==> config.mk <==
export PLATFORM = sky130hd
export DESIGN_NAME = pc_gen
export DESIGN_NICKNAME = d
export VERILOG_FILES = /design/src/rtl/pc_gen.sv
export SDC_FILE = /design/constraint.sdc
export NUM_CORES = 1
export LEC_CHECK = 0
export ABC_AREA = 0
export BUFFER_PORTS_ARGS = -buffer_cell sky130_fd_sc_hd__buf_2
export CAP_MARGIN = 10
export CORE_ASPECT_RATIO = 0.7
export CORE_UTILIZATION = 60
export CTS_BUF_LIST = sky130_fd_sc_hd__clkbuf_8
export CTS_CLUSTER_DIAMETER = 30
export DETAILED_ROUTE_END_ITERATION = 10
export GPL_TIMING_DRIVEN = 0
export PLACE_DENSITY_LB_ADDON = 0.1
export SYNTH_ARGS = -nofsm -noshare
export SYNTH_HDL_FRONTEND = slang
export SYNTH_SLANG_ARGS = --single-unit
==> constraint.sdc <==
create_clock -name clk -period 2.8 [get_ports clk]
set_input_delay 0.56 -clock clk [delete_from_list [all_inputs] [get_ports clk]]
set_output_delay 0.56 -clock clk [all_outputs]
set_load 0.02 [all_outputs]
==> src/rtl/pc_gen.sv <==
// Fetch program-counter unit: reset vector, trap/branch redirect, return-address stack, fetch handshake.
// Optional trace output of every pc_o update is enabled by defining PC_TRACE_EN.
module pc_gen #(
  parameter int unsigned     XLEN      = 32,
  parameter logic [XLEN-1:0] RESET_VEC = '0,
  parameter int unsigned     RAS_DEPTH = 4,
  parameter int unsigned     INC       = 4
) (
  input  logic            clk,
  input  logic            rst,
  input  logic            trap_valid,
  input  logic [XLEN-1:0] trap_vec,
  input  logic            br_ctrl,
  input  logic [XLEN-1:0] br_addr,
  input  logic            call_push,
  input  logic            ret_pop,
  input  logic            pc_stall,
  input  logic            fetch_ready,
  output logic [XLEN-1:0] pc_o,
  output logic            pc_valid,
  output logic            ras_empty,
  output logic            ras_miss
);

  localparam int unsigned PW = (RAS_DEPTH > 1) ? $clog2(RAS_DEPTH) : 1;
  localparam int unsigned CW = $clog2(RAS_DEPTH + 1);

  typedef enum logic [1:0] {
    BOOT,
    RUN,
    BUBBLE
  } state_e;

  state_e          state_q, state_d;
  logic [XLEN-1:0] pc_q, pc_d;
  logic [PW-1:0]   top_q, top_d;
  logic [CW-1:0]   cnt_q, cnt_d;
  logic            miss_q, miss_d;
  logic [XLEN-1:0] ras_q [RAS_DEPTH];
  logic [XLEN-1:0] ras_d [RAS_DEPTH];

  logic            fire;
  logic            ras_full;
  logic            do_pop;
  logic [XLEN-1:0] seq_pc;
  logic [PW-1:0]   top_inc;
  logic [PW-1:0]   top_dec;

  assign pc_o      = pc_q;
  assign pc_valid  = (state_q == RUN);
  assign ras_empty = (cnt_q == '0);
  assign ras_miss  = miss_q;

  always_comb begin
    fire     = pc_valid & fetch_ready & ~pc_stall;
    ras_full = (cnt_q == CW'(RAS_DEPTH));
    seq_pc   = pc_q + XLEN'(INC);
    top_inc  = top_q + PW'(1);
    top_dec  = top_q - PW'(1);
    do_pop   = 1'b0;

    state_d = state_q;
    pc_d    = pc_q;
    top_d   = top_q;
    cnt_d   = cnt_q;
    miss_d  = 1'b0;
    ras_d   = ras_q;

    case (state_q)
      BOOT: state_d = RUN;
      default: begin
        state_d = RUN;
        if (trap_valid) begin
          pc_d    = trap_vec & ~XLEN'(3);
          cnt_d   = '0;
          state_d = BUBBLE;
        end else if (br_ctrl) begin
          pc_d = br_addr & ~XLEN'(3);
        end else if (fire) begin
          do_pop = ret_pop & ~ras_empty;
          miss_d = ret_pop & ras_empty;
          pc_d   = do_pop ? ras_q[top_q] : seq_pc;
          // Call and return together: the popped slot is reused for the new return address.
          if (call_push && do_pop) begin
            ras_d[top_q] = seq_pc;
          end else if (call_push) begin
            top_d          = top_inc;
            ras_d[top_inc] = seq_pc;
            cnt_d          = ras_full ? cnt_q : cnt_q + CW'(1);
          end else if (do_pop) begin
            top_d = top_dec;
            cnt_d = cnt_q - CW'(1);
          end
        end
      end
    endcase
  end

  always_ff @(posedge clk or negedge rst) begin
    if (!rst) begin
      state_q <= BOOT;
      pc_q    <= RESET_VEC;
      top_q   <= '0;
      cnt_q   <= '0;
      miss_q  <= 1'b0;
      for (int unsigned i = 0; i < RAS_DEPTH; i++) ras_q[i] <= '0;
    end else begin
      state_q <= state_d;
      pc_q    <= pc_d;
      top_q   <= top_d;
      cnt_q   <= cnt_d;
      miss_q  <= miss_d;
      ras_q   <= ras_d;
    end
  end

`ifdef PC_TRACE_EN
  always_ff @(posedge clk) begin
    if (rst && state_q != BOOT) begin
      $display("------------------------------");
      if (trap_valid)                      $display("PC_o = TRAP: %h", pc_q);
      else if (br_ctrl)                    $display("PC_o = BR_addr: %h", pc_q);
      else if (fire && ret_pop && !ras_empty) $display("PC_o = RAS: %h", pc_q);
      else if (fire)                       $display("PC_o = PC_next: %h", pc_q);
      else                                 $display("PC_o = stall: %h", pc_q);
    end
  end
`else
`endif

endmodule

==> impl_metrics.py, run 1 <==
metrics = {
    "clock_tree": {
        "clock-sinks": 168,
        "post-cts-setup-buffers": 0,
        "cts.path.max_buffers": 2,
        "path_clk_slew_ns": 0.10,
        "clock_tree_from_tritoncts": "built",
        "cts_htree_levels": 4,
        "clockRootBuffer": "clkbuf_8",
        "tritoncts_buffer_count": 17,
        "worstSkewPairLatency_ns": 0.49,
    },
    "critical_path": {
        "critical_path_arrival_ns": 3.03,
        "timing.setup.critical_path_class": "register to register",
        "cp_max_fo": 10,
        "critPathSlowestCell": "dfrtp_1",
        "timing.critical_path.cells": "clkbuf_1 -> clkbuf_2 -> inv_1 -> ha_1 -> nand2_1 -> a21oi_4 -> buf_2 -> buf_2 -> a21oi_1",
        "critPathCaptureType": "register",
        "critPathBufInv": 5,
        "required_ns": 3.15,
        "worst_path_most_repeated_cell": "buf_2",
        "critical-path-max-stage-delay_ns": 0.41,
        "timing.critical_path.from_type": "register",
        "cell_type_group_with_the_largest_total_delay_on_the_critical_path": "buffers and inverters",
    },
    "timing": {
        "finalHoldWorstSlack_ns": 0.0254,
        "worst_slew_margin_rel": 0.402,
        "setup_slack_ns": 0.115,
        "setup_viol_count_final": 0,
        "clock.fmax_ghz": 0.372,
        "finClkSkew_ns": 0.0147,
        "timing.final.max_slew_violations": 0,
        "final_hold_viol_count": 0,
        "final_min_period_over_clock_period": 0.959,
        "rsz_0062_raised_after_global_routing": "false",
        "post-route-min-period_ns": 2.69,
        "worst_slew_pin_slew_ns": 0.896,
    },
    "drt": {
        "routed-via-count": 7724,
        "via_cell_ratio": 6.51,
        "postRouteWirelength_mm": 27.3,
        "antenna_left": 0,
        "remaining_drc_errors": 0,
        "drt-initial-drc-count": 754,
        "detailedRoute.firstPassIterationCount": 5,
        "post_drt_wl_per_cell_um": 23.0,
    },
    "layout": {
        "final_core_utilization": 0.708,
        "final_layout_size_suffix_gt1_frac": 0.257,
        "count_of_placed_standard_cells_in_the_final_layout_fillers_left_out": 1186,
        "n_fill_cell": 1102,
        "finalNetCount": 1061,
        "area_delta_synth_final_pct": 13.5,
        "antenna_cells": 0,
    },
    "floorplanning": {
        "die_area_sq_mm": 0.0152,
        "chipWidth_um": 147,
        "io-pin-count": 107,
        "die_height_um": 103,
        "core_area_sq_mm": 0.0141,
        "initial_utilization": 0.624,
        "number_of_core_rows": 36,
    },
    "pwr": {
        "power_leakage_nw": 4.59,
        "max-vdd-ir-drop_mv": 0.356,
        "design_power_total_mw": 6.56,
        "power.density_cell_area_mw_per_mm2": 655,
    },
    "logic_synthesis": {
        "synth.distinct_cells": 72,
        "ys.flop_type": "dfrtp_1",
        "synth_fa_ha_area_frac": 0.00936,
        "postSynthAreaPerCell_sq_um": 10.3,
        "synth_simple_gate_area_share": 0.159,
        "synthArstFlopShare": 1.00,
        "number_of_flops_mapped_to_enable_cells_by_yosys": 0,
        "ys_ff_latch": 168,
        "synth-warning-count": 0,
        "synthesized_instance_count": 861,
        "synth_compound_gate_area_share": 0.173,
        "synthMuxAreaShare": 0.104,
        "yosys.area_share.xor_xnor": 0.0298,
        "syn-num-nets": 939,
        "synth_top_family_by_area": "compound AO/OA/AOI/OAI gates",
        "syn-cell-area_sq_mm": 0.00883,
        "ys_seq_area_frac": 0.476,
    },
    "run": {
        "max_cap_viols": 0,
    },
    "global_route": {
        "pin_count_of_the_biggest_net_entering_global_routing": 95,
        "final_global_route_overflow_total": 0,
        "grt_use_met2": 0.545,
        "grtUsageMet3": 0.116,
        "grt_busiest_layer": "met1",
        "grt_pass1_wl_mm": 41.9,
        "first_global_vias": 7225,
        "globalRouteTotalUtil": 0.381,
        "global_route_track_usage_on_met1": 0.551,
        "number_of_antenna_violations_at_the_first_check_in_global_routing": 0,
    },
    "placement": {
        "gp_routability_congestion": 0.890,
        "worst_slack_at_placement_ns": -0.0206,
        "place_hpwl_mm": 19.0,
        "numPortBuffers": 102,
        "place_inst": 1154,
    },
    "outcome": {
        "status": "complete, no violations",
    },
    "hold_path": {
        "worstHoldPathType": "input pin to asynchronous set/reset pin",
    },
}
-- logic make-up after synthesis --
logic type               after synthesis
adder cells (fa/ha/maj)                6
flip-flops                           168
buffers and inverters                 79
XOR/XNOR                              30
AND/OR/NAND/NOR                      289
multiplexers                          50
AO/OA/AOI/OAI                        239
-- worst reg2reg max path, stage by stage (launching register included) --
cell and delay [ns]:
dfrtp_1 0.41, clkbuf_1 0.19, clkbuf_2 0.31, inv_1 0.21, ha_1 0.19, nand2_1 0.09, a21oi_4 0.33, buf_2 0.34
buf_2 0.36, a21oi_1 0.12
-- path summary, 6_finish.rpt --
kind                        startpoint         end  slack, ns  depth (start not counted)
setup / recovery              top_q[1]   ras_q[79]       0.11                          9
hold / removal                     rst     pc_o[1]       0.03                          1
setup reg to reg              top_q[1]   ras_q[79]       0.11                          9
hold reg to reg              ras_q[67]   ras_q[67]       0.49                          1
max in group asynchronous          rst  ras_q[102]       1.89                          2
min in group clk           trap_vec[6]     pc_o[6]       0.32                          3
-- Yosys cell counts, types with 4 or more instances --
master / n / area [sq um]
dfrtp_1: 168 / 4200
nor2_1: 148 / 556
a21oi_1: 137 / 686
nand2_1: 47 / 176
buf_2: 35 / 175
mux4_2: 32 / 721
nand3_1: 27 / 135
xnor2_1: 20 / 175
inv_1: 19 / 71.3
o21ai_0: 19 / 95.1
a221o_1: 14 / 140
and3_1: 13 / 81.3
clkbuf_1: 13 / 48.8
nand2b_1: 11 / 68.8
mux2_2: 10 / 113
xor2_1: 10 / 87.6
o211ai_1: 9 / 67.6
buf_6: 7 / 78.8
nor3_1: 6 / 30.0
a21oi_2: 5 / 43.8
a221oi_1: 5 / 43.8
a22o_1: 5 / 43.8
ha_1: 5 / 62.6
mux2i_1: 5 / 50.1
nand4_1: 5 / 31.3
o2bb2ai_1: 5 / 43.8
o31ai_1: 5 / 37.5
a211oi_1: 4 / 30.0
a311oi_1: 4 / 35.0
a31oi_1: 4 / 25.0
-- what timing repair did --
| item | in CTS | in global routing |
|---|---|---|
| endpoints found under the hold margin | 0 | 0 |
| pin swaps | 0 | 0 |
| hold buffers | 0 | 0 |
| resized for setup | 3 | 2 |
| setup endpoints to repair | 23 | 44 |
-- final cells by class --
| type | count | area, sq um | share of cell area |
|---|---|---|---|
| plain buffers | 60 | 359 | 0.0358 |
| clock buffers | 18 | 248 | 0.0247 |
| clock inverters | 14 | 141 | 0.0141 |
| inverters | 19 | 71.3 | 0.00712 |
| multi-input cells | 614 | 4210 | 0.420 |
| flip-flops and latches | 168 | 4200 | 0.420 |
| well taps | 190 | 238 | 0.0237 |
| repair buffers | 103 | 548 | 0.0547 |
-- layout by cell type, fill, tap and decap left out, drive strengths merged, types with 3 or more instances in the layout --
master	n
dfrtp	168
nor2	152
buf	148
a21oi	142
nand2	47
mux4	32
clkbuf	32
nand3	30
inv	23
xnor2	20
o21ai	20
and3	16
a221o	14
mux2	13
nand2b	11
xor2	10
o211ai	9
nand4	9
nor3	6
o31ai	6
clkinv	6
nor4	6
mux2i	5
a22o	5
o2bb2ai	5
a221oi	5
ha	5
a311oi	4
a31oi	4
a211oi	4
o211a	3
clkinvlp	3
-- power breakdown --
part	switching, mW	total (mW)	internal, mW
combinational	1.00	1.75	0.744
clock	1.01	1.76	0.747
sequential	0.295	3.05	2.76
total	2.31	6.56	4.25
-- registers in the layout (all words and copies together) (netlist names) --
register,flops
ras_miss,1
top_q,2
state_q,2
pc_o,32
ras_q,128
cnt_q,3
-- per-layer routing --
metal,wire [um],share of wire
met5,0,0
met4,761,0.028
met3,3550,0.13
met2,11500,0.42
met1,11500,0.42
-- metrics by stage --
stage / setup TNS (ns) / area (sq um)
2_1_floorplan: 0 / 8830
3_3_place_gp: -243.58 / 9570
3_5_place_dp: -0.162 / 9610
4_1_cts: 0 / 10000
5_1_grt: 0 / 10000
6_report: 0 / 10000
No activity file was read; power rests on OpenSTA's default activity.
==> inputs of run 2 (changes only) <==
--- a/config.mk
+++ b/config.mk
@@ -5,16 +5,19 @@
 export SDC_FILE = /design/constraint.sdc
 export NUM_CORES = 1
 export LEC_CHECK = 0
-export ABC_AREA = 0
+export ABC_AREA = 1
 export BUFFER_PORTS_ARGS = -buffer_cell sky130_fd_sc_hd__buf_2
 export CAP_MARGIN = 10
+export CELL_PAD_IN_SITES_DETAIL_PLACEMENT = 0
+export CELL_PAD_IN_SITES_GLOBAL_PLACEMENT = 1
 export CORE_ASPECT_RATIO = 0.7
-export CORE_UTILIZATION = 60
+export CORE_UTILIZATION = 44
 export CTS_BUF_LIST = sky130_fd_sc_hd__clkbuf_8
 export CTS_CLUSTER_DIAMETER = 30
 export DETAILED_ROUTE_END_ITERATION = 10
 export GPL_TIMING_DRIVEN = 0
 export PLACE_DENSITY_LB_ADDON = 0.1
+export REMOVE_ABC_BUFFERS = 1
 export SYNTH_ARGS = -nofsm -noshare
 export SYNTH_HDL_FRONTEND = slang
 export SYNTH_SLANG_ARGS = --single-unit
==> run 2 against run 1 <==
Non-clock buffer count decreased by 52. Critical path depth shrank 2. Core utilization fell by 20 points. Register-to-register slack improved by 0.14 ns. Area after synthesis grew 5.3%. Largest power group unchanged.
==> impl_metrics.py, run 2 <==
metrics = {
    "outcome": {
        "status": "complete, no violations",
    },
    "logic_synthesis": {
        "ys.flop_type": "dfrtp_1",
        "synth.distinct_cells": 35,
        "synth_common_cells": "nand2_1 (433), dfrtp_1 (168), nor2_1 (144)",
        "ys_seq_area_frac": 0.452,
        "synthArstFlopShare": 1.00,
        "synth_simple_gate_area_share": 0.294,
        "number_of_flops_mapped_to_enable_cells_by_yosys": 0,
        "yosys.area_share.xor_xnor": 0.00942,
        "synthesized_instance_count": 1287,
        "synth_largest_type_area_fraction": 0.452,
        "syn-cell-area_sq_mm": 0.00930,
        "synth_compound_gate_area_share": 0.161,
        "synthMuxAreaShare": 0,
        "synth-warning-count": 0,
        "postSynthAreaPerCell_sq_um": 7.22,
        "synth_fa_ha_area_frac": 0.00888,
        "synth_top_area_cell": "dfrtp_1",
        "synth_top_family_by_area": "simple AND/OR/NAND/NOR gates",
        "post_synth_main_area_contributors": "dfrtp_1 (45%), nand2_1 (17%), o21ai_0 (7.3%)",
        "synth_most_common_cell": "nand2_1",
        "ys_ff_latch": 168,
    },
    "clock_tree": {
        "clock-sinks": 168,
        "worstSkewPairLatency_ns": 0.48,
        "path_clk_slew_ns": 0.09,
        "cts.path.max_buffers": 2,
        "cts_hold_repair.buffers": 0,
        "clock_tree_from_tritoncts": "built",
        "cts_htree_levels": 4,
        "clockRootBuffer": "clkbuf_8",
        "tritoncts_buffer_count": 17,
    },
    "drt": {
        "post_drt_wl_per_cell_um": 16.8,
        "routed-via-count": 8383,
        "via_cell_ratio": 5.12,
        "remaining_drc_errors": 0,
        "detailedRoute.firstPassIterationCount": 7,
        "antenna_left": 0,
        "drt-initial-drc-count": 779,
        "postRouteWirelength_mm": 27.4,
    },
    "critical_path": {
        "critPathSlowestCell": "clkinv_1",
        "cell_type_group_with_the_largest_total_delay_on_the_critical_path": "buffers and inverters",
        "required_ns": 3.14,
        "critPathBufInv": 3,
        "timing.critical_path.cells": "buf_2 -> clkinv_1 -> buf_16 -> nor2_1 -> nor2_1 -> nand2_1 -> o21ai_0",
        "cp_max_fo": 28,
        "critPathCaptureType": "register",
        "worst_path_most_repeated_cell": "nor2_1",
        "critical_path_arrival_ns": 2.90,
        "timing.critical_path.from_type": "input pin",
        "critical-path-max-stage-delay_ns": 0.85,
        "timing.setup.critical_path_class": "input pin to register",
    },
    "global_route": {
        "pin_count_of_the_biggest_net_entering_global_routing": 106,
        "final_global_route_overflow_total": 0,
        "globalRouteTotalUtil": 0.264,
        "grt_pass1_wl_mm": 43.4,
        "number_of_antenna_violations_at_the_first_check_in_global_routing": 0,
        "first_global_vias": 7646,
    },
    "floorplanning": {
        "io-pin-count": 107,
        "core_area_sq_mm": 0.0207,
        "initial_utilization": 0.449,
        "die_area_sq_mm": 0.0217,
        "number_of_core_rows": 44,
        "chipWidth_um": 176,
        "die_height_um": 124,
    },
    "layout": {
        "final_cell_mix": "nand2_1 (431), dfrtp_1 (166), nor2_1 (144)",
        "registers.top_by_ff_count": "ras_q",
        "finalNetCount": 1426,
        "final_common_cell": "nand2_1",
        "final-seq-area_sq_mm": 0.00421,
        "largest_register_ffs": 128,
        "n_fill_cell": 2158,
        "antenna_cells": 0,
        "multi_input_combinational_cell_area_sq_mm": 0.00445,
        "final_cell_area_sq_mm": 0.0104,
        "area_delta_synth_final_pct": 12.3,
        "final_layout_size_suffix_gt1_frac": 0.137,
        "final_core_utilization": 0.505,
    },
    "timing": {
        "timing.final.max_slew_violations": 0,
        "clock.fmax_ghz": 0.391,
        "worst_slew_margin_rel": 0.305,
        "setup_total_negative_slack_ns": 0,
        "post-route-min-period_ns": 2.56,
        "setup_viol_count_final": 0,
        "final_hold_viol_count": 0,
        "worst_slew_pin_slew_ns": 1.04,
        "rsz_0062_raised_after_global_routing": "false",
        "finClkSkew_ns": 0.0192,
        "final_min_period_over_clock_period": 0.913,
    },
    "pwr": {
        "power.density_cell_area_mw_per_mm2": 710,
        "p_sw_mw": 2.92,
        "power_leakage_nw": 5.14,
        "max-vdd-ir-drop_mv": 0.298,
        "netSwitchingFraction": 0.394,
        "clockPowerShare": 0.247,
        "combPwrFrac": 0.326,
        "seq_power_share": 0.427,
        "internal_power_mw": 4.50,
    },
    "run": {
        "max_cap_viols": 0,
    },
    "placement": {
        "placed_area_sq_mm": 0.00997,
        "numPortBuffers": 102,
        "place_hpwl_mm": 17.3,
        "gp_routability_congestion": 0.810,
    },
    "hold_path": {
        "worstHoldPathType": "input pin to asynchronous set/reset pin",
    },
}
## run 2: cell count changes after synthesis, sizes merged, moves of 17 or more
cell and change:
nand2 +393, a21oi -86, inv +64, clkbuf +17
mux4 -32, o21ai +172, nand3 +29
## run 2: cell type report
cell class / instances / area share
Clock buffer: 18 / 0.0237
Clock inverter: 13 / 0.0151
Inverter: 85 / 0.0311
Multi-Input combinational cell: 965 / 0.426
Sequential cell: 168 / 0.403
Tap cell: 276 / 0.0331
Timing Repair Buffer: 111 / 0.0679
## run 2: path summary, 6_finish.rpt
kind / start / to / slack (ns) / cells after the start
hold / removal: rst / ras_q[31] / 0.02 / 1
setup reg to reg: top_q[0] / ras_q[50] / 0.25 / 10
max in group asynchronous: rst / pc_o[6] / 1.86 / 2
setup / recovery: trap_valid / pc_o[13] / 0.24 / 7
hold reg to reg: ras_q[26] / ras_q[26] / 0.48 / 2
min in group clk: trap_vec[5] / pc_o[5] / 0.31 / 3
## run 2: metrics by stage
stage               hold slack [ns]  setup WS, ns  instances  total power, mW
global placement              0.460         -4.53       1596             5.49
floorplan                     0.264         -1.36       1218             4.64
CTS                          0.0147        0.0981       1635             7.43
finish                       0.0154         0.244       1636             7.41
global route                 0.0384        0.0458       1636             7.94
detailed placement            0.463         -1.06       1604             5.57
## run 2: kinds of logic after synthesis
family,Yosys count
buffers and inverters,154
xor gates and xnor gates,10
and+or+nand+nor,673
adders and majority gates,6
DFF,168
AOI/OAI and AO/OA,276
## run 2: metal layers
metal | track usage | part of all wire | vias to the layer above
met1 | 0.387 | 0.50 | 3908
met2 | 0.410 | 0.44 | 203
li1 | - | - | 4253
met4 | 0.0614 | 0.0085 | 0
met3 | 0.0403 | 0.045 | 19
met5 | 0 | 0 | -
## run 2: power groups by stage
stage | clock, mW | combinational, mW | sequential (mW)
final | 1.83 | 2.42 | 3.16
after global routing | 1.98 | 2.74 | 3.21
after CTS | 1.88 | 2.37 | 3.18
after detailed placement | 0 | 2.35 | 3.22
after global placement | 0 | 2.18 | 3.31
after floorplan | 0 | 1.42 | 3.22
## run 2: timing repair
item                       CTS  global route
setup endpoints to repair  154            17
cloned                       0             0
gates resized for setup      9             4
buffers inserted             0             1
